[src/rtl/ti_polyphase_seq_if.sv]
// Sample-in / frame-out bundle for the polyphase front-end sequencer.
// The master side drives samples and downstream status; the slave side is the sequencer.
interface ti_polyphase_seq_if #(
   parameter int BW    = 6,
   parameter int LANES = 8
);
   logic                   EN;
   logic                   IN_VLD;
   logic signed [BW-1:0]   IN_DAT;
   logic                   DS_RDY;
   logic                   OVF_CLR;
   logic [LANES*BW-1:0]    LANE_DAT;
   logic                   LANE_STB;
   logic                   OUT_VLD;
   logic [2:0]             PHASE;
   logic                   BUSY;
   logic                   OVF;

   modport master (
      output EN, IN_VLD, IN_DAT, DS_RDY, OVF_CLR,
      input  LANE_DAT, LANE_STB, OUT_VLD, PHASE, BUSY, OVF
   );

   modport slave (
      input  EN, IN_VLD, IN_DAT, DS_RDY, OVF_CLR,
      output LANE_DAT, LANE_STB, OUT_VLD, PHASE, BUSY, OVF
   );
endinterface

[src/rtl/ti_polyphase_seq.sv]
// Deserialises a serial sample stream into 8-lane frames; LANE_STB one cycle after the 8th sample.
// No input backpressure: a frame not taken by downstream only sets the sticky OVF flag.
module ti_polyphase_seq #(
   parameter int BW    = 6,
   parameter int LANES = 8
) (
   input  logic              CLK,
   input  logic              RES,
   ti_polyphase_seq_if.slave bus
);
   typedef enum logic [1:0] {
      IDLE = 2'd0,
      FILL = 2'd1,
      RUN  = 2'd2
   } state_t;

   localparam logic [2:0] LAST = 3'(LANES - 1);

   state_t              state_q, state_d;
   logic [2:0]          phase_q, phase_d;
   logic                accept;
   logic                frame_done;
   logic [LANES*BW-1:0] asm_q;
   logic [LANES*BW-1:0] lane_dat_q;
   logic                lane_stb_q;
   logic                out_vld_q;
   logic                busy_q;
   logic                ovf_q;

   always_ff @(posedge CLK or negedge RES) begin
      if (!RES) begin
         state_q <= IDLE;
         phase_q <= 3'd0;
         busy_q  <= 1'b0;
      end else begin
         state_q <= state_d;
         phase_q <= phase_d;
         busy_q  <= (state_d != IDLE);
      end
   end

   // Dropping EN wins over a sample that would have closed the frame.
   always_comb begin
      state_d    = state_q;
      phase_d    = phase_q;
      accept     = 1'b0;
      frame_done = 1'b0;
      case (state_q)
         IDLE: begin
            phase_d = 3'd0;
            if (bus.EN) state_d = FILL;
         end
         FILL, RUN: begin
            if (!bus.EN) begin
               state_d = IDLE;
               phase_d = 3'd0;
            end else if (bus.IN_VLD) begin
               accept  = 1'b1;
               phase_d = phase_q + 3'd1;
               if (phase_q == LAST) begin
                  frame_done = 1'b1;
                  state_d    = RUN;
               end
            end
         end
         default: begin
            state_d = IDLE;
            phase_d = 3'd0;
         end
      endcase
   end

   always_ff @(posedge CLK or negedge RES) begin
      if (!RES) begin
         asm_q      <= '0;
         lane_dat_q <= '0;
         lane_stb_q <= 1'b0;
         out_vld_q  <= 1'b0;
         ovf_q      <= 1'b0;
      end else begin
         if (accept) asm_q[int'(phase_q)*BW +: BW] <= bus.IN_DAT;
         // The closing sample bypasses the buffer so the frame lands with no bubble.
         if (frame_done) lane_dat_q <= {bus.IN_DAT, asm_q[(LANES-1)*BW-1:0]};
         lane_stb_q <= frame_done;
         out_vld_q  <= frame_done && (state_q == RUN);
         if (out_vld_q && !bus.DS_RDY) ovf_q <= 1'b1;
         else if (bus.OVF_CLR)         ovf_q <= 1'b0;
      end
   end

   assign bus.LANE_DAT = lane_dat_q;
   assign bus.LANE_STB = lane_stb_q;
   assign bus.OUT_VLD  = out_vld_q;
   assign bus.PHASE    = phase_q;
   assign bus.BUSY     = busy_q;
   assign bus.OVF      = ovf_q;
endmodule

[src/flat_wrapper.sv]
// flat-port wrapper written by rule: the top's interface ports become plain ports
module ti_polyphase_seq_flat 
#(
   parameter int BW    = 6,
   parameter int LANES = 8
)
  (CLK, RES, bus_EN, bus_IN_VLD, bus_IN_DAT, bus_DS_RDY, bus_OVF_CLR, bus_LANE_DAT, bus_LANE_STB, bus_OUT_VLD, bus_PHASE, bus_BUSY, bus_OVF);
  ti_polyphase_seq_if #(.BW(BW), .LANES(LANES)) bus_i ();
  input  logic CLK;
  input  logic RES;
  input wire logic [$bits(bus_i.EN)-1:0] bus_EN;
  input wire logic [$bits(bus_i.IN_VLD)-1:0] bus_IN_VLD;
  input wire logic [$bits(bus_i.IN_DAT)-1:0] bus_IN_DAT;
  input wire logic [$bits(bus_i.DS_RDY)-1:0] bus_DS_RDY;
  input wire logic [$bits(bus_i.OVF_CLR)-1:0] bus_OVF_CLR;
  output wire logic [$bits(bus_i.LANE_DAT)-1:0] bus_LANE_DAT;
  output wire logic [$bits(bus_i.LANE_STB)-1:0] bus_LANE_STB;
  output wire logic [$bits(bus_i.OUT_VLD)-1:0] bus_OUT_VLD;
  output wire logic [$bits(bus_i.PHASE)-1:0] bus_PHASE;
  output wire logic [$bits(bus_i.BUSY)-1:0] bus_BUSY;
  output wire logic [$bits(bus_i.OVF)-1:0] bus_OVF;
  assign bus_i.EN = bus_EN;
  assign bus_i.IN_VLD = bus_IN_VLD;
  assign bus_i.IN_DAT = bus_IN_DAT;
  assign bus_i.DS_RDY = bus_DS_RDY;
  assign bus_i.OVF_CLR = bus_OVF_CLR;
  assign bus_LANE_DAT = bus_i.LANE_DAT;
  assign bus_LANE_STB = bus_i.LANE_STB;
  assign bus_OUT_VLD = bus_i.OUT_VLD;
  assign bus_PHASE = bus_i.PHASE;
  assign bus_BUSY = bus_i.BUSY;
  assign bus_OVF = bus_i.OVF;
  ti_polyphase_seq #(.BW(BW), .LANES(LANES)) u_core (.CLK(CLK), .RES(RES), .bus(bus_i));
endmodule
[config.mk]
export PLATFORM = sky130hd
export DESIGN_NAME = ti_polyphase_seq_flat
export DESIGN_NICKNAME = d
export VERILOG_FILES = /design/src/rtl/ti_polyphase_seq_if.sv /design/src/rtl/ti_polyphase_seq.sv /design/src/flat_wrapper.sv
export SDC_FILE = /design/constraint.sdc
export NUM_CORES = 1
export LEC_CHECK = 0
export ABC_AREA = 0
export BUFFER_PORTS_ARGS = -buffer_cell sky130_fd_sc_hd__buf_2
export CORE_MARGIN = 2
export CORE_UTILIZATION = 40
export CTS_CLUSTER_SIZE = 14
export DETAILED_ROUTE_END_ITERATION = 7
export SETUP_SLACK_MARGIN = 0.4
export SYNTH_ARGS = -nofsm -noshare
export SYNTH_HDL_FRONTEND = slang
export SYNTH_SLANG_ARGS = --single-unit
[constraint.sdc]
create_clock -name CLK -period 7.95 [get_ports CLK]
set_input_delay 0.795 -clock CLK [delete_from_list [all_inputs] [get_ports CLK]]
set_output_delay 0.795 -clock CLK [all_outputs]
set_load 0.01 [all_outputs]
### Yosys cells after proc, flatten, opt, wreduce, memory -nomap -nowiden

Index checks and enable logic that the tools add are counted.

| storage, ports and cells | value |
|---|---|
| bits in registers | 105 |
| input bits | 12 |
| output and inout bits | 55 |
| logic and storage cells | 42 |

| cells by class | value |
|---|---|
| $add $sub $neg | 2 |
| multiply operators | 1 |
| eq/ne operators | 4 |
| shifts and indexed selects | 2 |
| multiplexer cells | 18 |
| reductions and logical operators | 7 |

Operator list:

| cell | number |
|---|---|
| 48-bit bitwise mux | 1 |
| 6-bit by 33-bit variable shift with 48-bit output (first input constant) | 1 |
| 6-bit by 33-bit indexed part select with 48-bit output | 1 |
| 32-bit negator with 33-bit output | 1 |
| 1-bit 2-to-1 mux | 9 |
| 3-bit 2-to-1 mux | 3 |
| 2-bit 2-to-1 mux | 4 |
| 3-bit by 2-bit multiplier with 5-bit output (second input constant) | 1 |
| 2-bit one-hot mux with 2 select lines | 1 |
| 2-bit nonzero test | 2 |
| 3-bit by 1-bit adder with 3-bit output (second input constant) | 1 |
| 3-bit == test (second input constant) | 1 |
| 3-bit inequality test (second input constant) | 1 |
| 2-bit by 1-bit == test with 1-bit output (second input constant) | 1 |
| 2-bit == test (second input constant) | 1 |
| 1-bit logical AND | 2 |
| 2-bit logical NOT | 1 |
| 2-bit OR reduction | 1 |
| 1-bit logical NOT | 1 |

### Longest topological paths before layout

| logic depth | value |
|---|---|
| depth in word-level cells | 6 |
| mapped depth | 13 |
| depth with buffers taken out | 10 |

### Least setup slack after synthesis

No wires, ideal clock.

| timing path | value |
|---|---|
| path kind | flip-flop to flip-flop |
| start | register u_core.phase_q[1] (netlist: u_core.bus.PHASE[1]) |
| end | register u_core.asm_q[4] |
| setup time | 125 ps |
| arrival time | 3329 ps |
| data required time | 7825 ps |
| setup slack | 4496 ps |
| stages on the path, launching flop included | 12 |
| path buffers | 2 |
| period minus slack after synthesis | 3454 ps |
| path through | dfrtp_1 -> ha_1 -> fa_1 -> buf_2 -> nand2b_1 -> nor2_1 -> ha_1 -> clkbuf_1 -> nor4b_1 -> nand2_1 -> a21oi_1 -> mux2_2 |

| between the ends | value |
|---|---|
| cells in the longest elaborated chain, start to end | 4 |
| elaborated cells between the ends (all ways) | 5 |
| classes of those cells | add/sub (1); mul (1); shift (2); mux (1) |

RTL lines:

| what | RTL line | source |
|---|---|---|
| start, declared | ti_polyphase_seq.sv:20 | `logic [2:0] phase_q, phase_d;` |
| start signal, assigned | ti_polyphase_seq.sv:37 | `phase_q <= phase_d;` |
| 3-bit by 2-bit multiplier with 5-bit output (*) | ti_polyphase_seq.sv:81 | `if (accept) asm_q[int'(phase_q)*BW +: BW] <= bus.IN_DAT;` |
| 32-bit negator with 33-bit output (*) | ti_polyphase_seq.sv:81 |  |
| 6-bit by 33-bit indexed part select with 48-bit output / 6-bit by 33-bit variable shift with 48-bit output (equally long branches) | ti_polyphase_seq.sv:81 |  |
| 48-bit bitwise mux (*) | ti_polyphase_seq.sv:81 |  |
| end signal, assigned by index | ti_polyphase_seq.sv:81 |  |
| end, declared | ti_polyphase_seq.sv:23 | `logic [LANES*BW-1:0] asm_q;` |

Every way passes the cells marked *; elsewhere a longest branch is shown, timed or not.
A chain may end at the register's enable or synchronous reset.

### Worst setup path in the final report

Same ends and word-level chain as after synthesis.

==> summary.md <==
| Metric | Value |
|---|---|
| Ys Warns | `0` |
| Std-Cell Rows | `40` |
| Most instantiated library cell after synthesis | `nand2_1` |
| Clock skew | `9.76 ps` |
| Async set-reset flop share out of synthesis | `100%` |
| Slew Viols, Final | `0` |
| Top Metal Used | `met4` |
| Largest net degree at the start of global routing | `69` |
| Final Hold Vio Count | `0` |
| DRC | `0` |
| Crit start category | `register` |
| Synth Area in XOR/XNOR | `1.54%` |
| Antenna violations before repair | `0` |
| # IOs | `67` |
| DP Wirelength | `9.33 mm` |
| Die ar. | `0.0133 mm2` |
| Top cells by count, synth | `163 x nand2_1, 99 x dfrtp_1, 31 x mux2_2` |
| Placed Area | `0.00541 mm2` |
| Met3 Wirelength | `473 um` |
| Final Power | `0.00127 W` |
| Crit Path Max Fanout | `20` |
| Clock Sinks | `99` |
| Setup TNS | `0 ps` |
| GPL Wtd Cong | `0.886` |
| Routed wl met2 | `6.48 mm` |
| Fin area | `0.00569 mm2` |
| Min-Delay Path Class | `in -> async` |
| DR pass1 iterations | `5` |
| # setup viols final | `0` |
| Vias | `3950` |
| P_leak | `3.01 nW` |
| CP bufs+invs | `0` |
| Cell count after placement | `734` |
| Post-DRT Antenna Nets | `0` |
| Area Overhead vs Synth | `15.0%` |
| Crit path max-delay family | `adder cells` |
| # nets final | `601` |
| Ant. Diodes | `0` |
| M1 wire length | `6.02 mm` |
| Final WS setup | `3730 ps` |
| Adder-cell share of the synthesized area | `3.19%` |
| Worst Tran Pin Value | `1170 ps` |
| Congestion Overflow GR | `0` |
| Number of global-route vias before repair | `3841` |
| Worst relative slew slack | `21.4%` |
| Sequential area share after synthesis | `50.1%` |
| Max Cap Viol | `0` |
| Largest family of logic cells by synthesized area | `simple AND/OR/NAND/NOR gates` |
| Drt via density | `5.27` |
| Mapped Area | `0.00495 mm2` |
| Primary FF master, synth | `dfrtp_1` |
| Clk slew on worst S/H paths | `70 ps` |
| Drt wl/cell | `17.8 um` |
| Status | `complete, no violations` |
| Buffers on Ports | `66` |
| Hold-fix buffers, CTS | `0` |
| CP peak stage delay | `940 ps` |
| Synth cell types | `57` |
| DP Worst Slack | `3780 ps` |
| H-tree depth | `3` |
| Min Tclk post-route | `4220 ps` |
| Syn_nets | `549` |
| Area contributors post-synth | `dfrtp_1 50%, nand2_1 12%, mux2_2 7.1%` |
| Number of synthesized flops with an enable pin | `0` |
| Total GRT Usage | `21.0%` |
| Post-CTS setup buffers | `0` |
| Clock buffer depth | `2` |
| Mux cell area share after synthesis | `9.79%` |
| RSZ-0062 raised after global routing | `no` |
| Layout cells sized above 1 | `22.0%` |
| Slowest cell on crit path | `fa_1` |
| IR drop worst, VDD | `0.0936 mV` |
| CTS tree | `done` |
| Most frequent CP cell | `ha_1` |
| Width of the die | `115 um` |
| Area leader, netlist | `dfrtp_1` |
| Seq cells post-synth | `99` |
| CORE AREA | `0.0121 mm2` |
| Post_cts resized | `0` |
| Drt total wl | `13.3 mm` |
| Initial DRC Count | `184` |
| Fin cells | `749` |
| FMAX | `0.237 GHz` |
| Final Cycle Share | `53.1%` |
| Critical path type | `reg -> reg` |
| PwrDens | `223 mW/mm2` |
| First-pass GRT wire length | `21.2 mm` |
| WP data required | `8190 ps` |
| Cts bufs inserted | `9` |
| Root Buffer | `clkbuf_16` |
| Die height | `115 um` |
| Post-synthesis simple-gate area fraction | `21.9%` |
| Avg Cell Area, Syn | `9.42 um2` |
| Mapped Cells | `525` |
| Worst setup EP type | `register` |
| Worst skew pair latency | `350 ps` |
| Cells along the critical path | `ha_1 -> fa_1 -> nand2b_1 -> nor2_1 -> ha_1 -> nor4b_1 -> nand2_1 -> a21oi_1 -> mux2_2` |
| Top cell type's share of synthesized area | `50.1%` |
| Worst path arrival time | `4460 ps` |
| Initial core utilization | `41.0%` |
| Compound-Gate Fraction of Synth Area | `9.84%` |
[path summary, 6_finish.rpt]
kind | from | endpoint | slack [ps] | cells after the start
worst min register to register | u_core.asm_q[38] | u_core.bus.LANE_DAT[38] | 470 | 2
min in group CLK | u_core.asm_q[38] | u_core.bus.LANE_DAT[38] | 470 | 2
worst max register to register | u_core.bus.PHASE[1] | u_core.asm_q[4] | 3730 | 9
worst max-delay path | u_core.bus.PHASE[1] | u_core.asm_q[4] | 3730 | 9
worst min-delay path | RES | u_core.bus.LANE_DAT[4] | 380 | 1
max in group asynchronous | RES | u_core.asm_q[36] | 6380 | 2
[through the flow]
| step | util, % | hold WS (ps) |
|---|---|---|
| after detailed placement | 44.9 | 456 |
| after CTS | 47.2 | 388 |
| final | 47.2 | 383 |
| after global placement | 44.9 | 451 |
| after global routing | 47.2 | 408 |
| after floorplan | - | 433 |
[logic make-up (layout without fill, tap and decap cells)]
group / Yosys count / after routing
simple gates: 247 / 247
flops: 99 / 99
xor+xnor: 7 / 7
compound gates: 69 / 69
mux: 44 / 44
fa+ha+maj: 12 / 12
buf+inv: 47 / 103
[layout make-up]
| cell class | count | area (um2) |
|---|---|---|
| fillers | 1195 | 6370 |
| flip-flops and latches | 99 | 2480 |
| multi-input cells | 379 | 2290 |
| repair buffers | 72 | 378 |
| clock buffers | 12 | 256 |
| well taps | 168 | 210 |
| inverters | 16 | 60.1 |
| clock inverters | 3 | 21.3 |
[metal layers]
layer / vias up / GRT usage (%)
met5: - / 0
met4: 0 / 8.76
met3: 24 / 3.06
met2: 115 / 35.2
met1: 1937 / 27.4
li1: 1874 / -
[report_power, final]
part / internal (W) / switching, W / leakage (nW) / total (W)
clock: 0.000228 / 0.000189 / 0.135 / 0.000418
combinational: 0.000101 / 0.000213 / 1.52 / 0.000314
sequential: 0.000525 / 0.0000115 / 1.36 / 0.000536
[worst register-to-register path: stages (launching register included)]
cell	delay [ps]
dfrtp_1	470
ha_1	270
fa_1	940
nand2b_1	230
nor2_1	60
ha_1	540
nor4b_1	820
nand2_1	140
a21oi_1	280
mux2_2	370
[cell usage in the layout (no fill, tap or decap), types with 4 or more instances in the layout]
cell type  synthesis  final
nor3_1            15     15
nand2_1          163    163
dfrtp_1           99     99
nor2b_1            6      6
nand3_1           13     13
o21ai_0           12     12
nor2_1            19     19
a21oi_1           16     16
a311oi_1           4      4
buf_2              6     65
inv_1             16     16
mux2i_1            9      9
buf_4              0      7
o22ai_1            4      4
ha_1              11     11
and3_1             5      5
and2_1             5      5
mux2_1             4      4
xnor2_1            4      4
or4_1              5      5
clkbuf_16          0      9
mux2_2            31     31
[registers in the layout, summed over array words and instances (netlist names)]
register	count
u_core.bus.OUT_VLD	1
u_core.bus.PHASE	3
u_core.asm_q	42
u_core.state_q	2
u_core.bus.OVF	1
u_core.bus.LANE_STB	1
u_core.bus.LANE_DAT	48
u_core.bus.BUSY	1
Power figures use the tool's default switching activity.
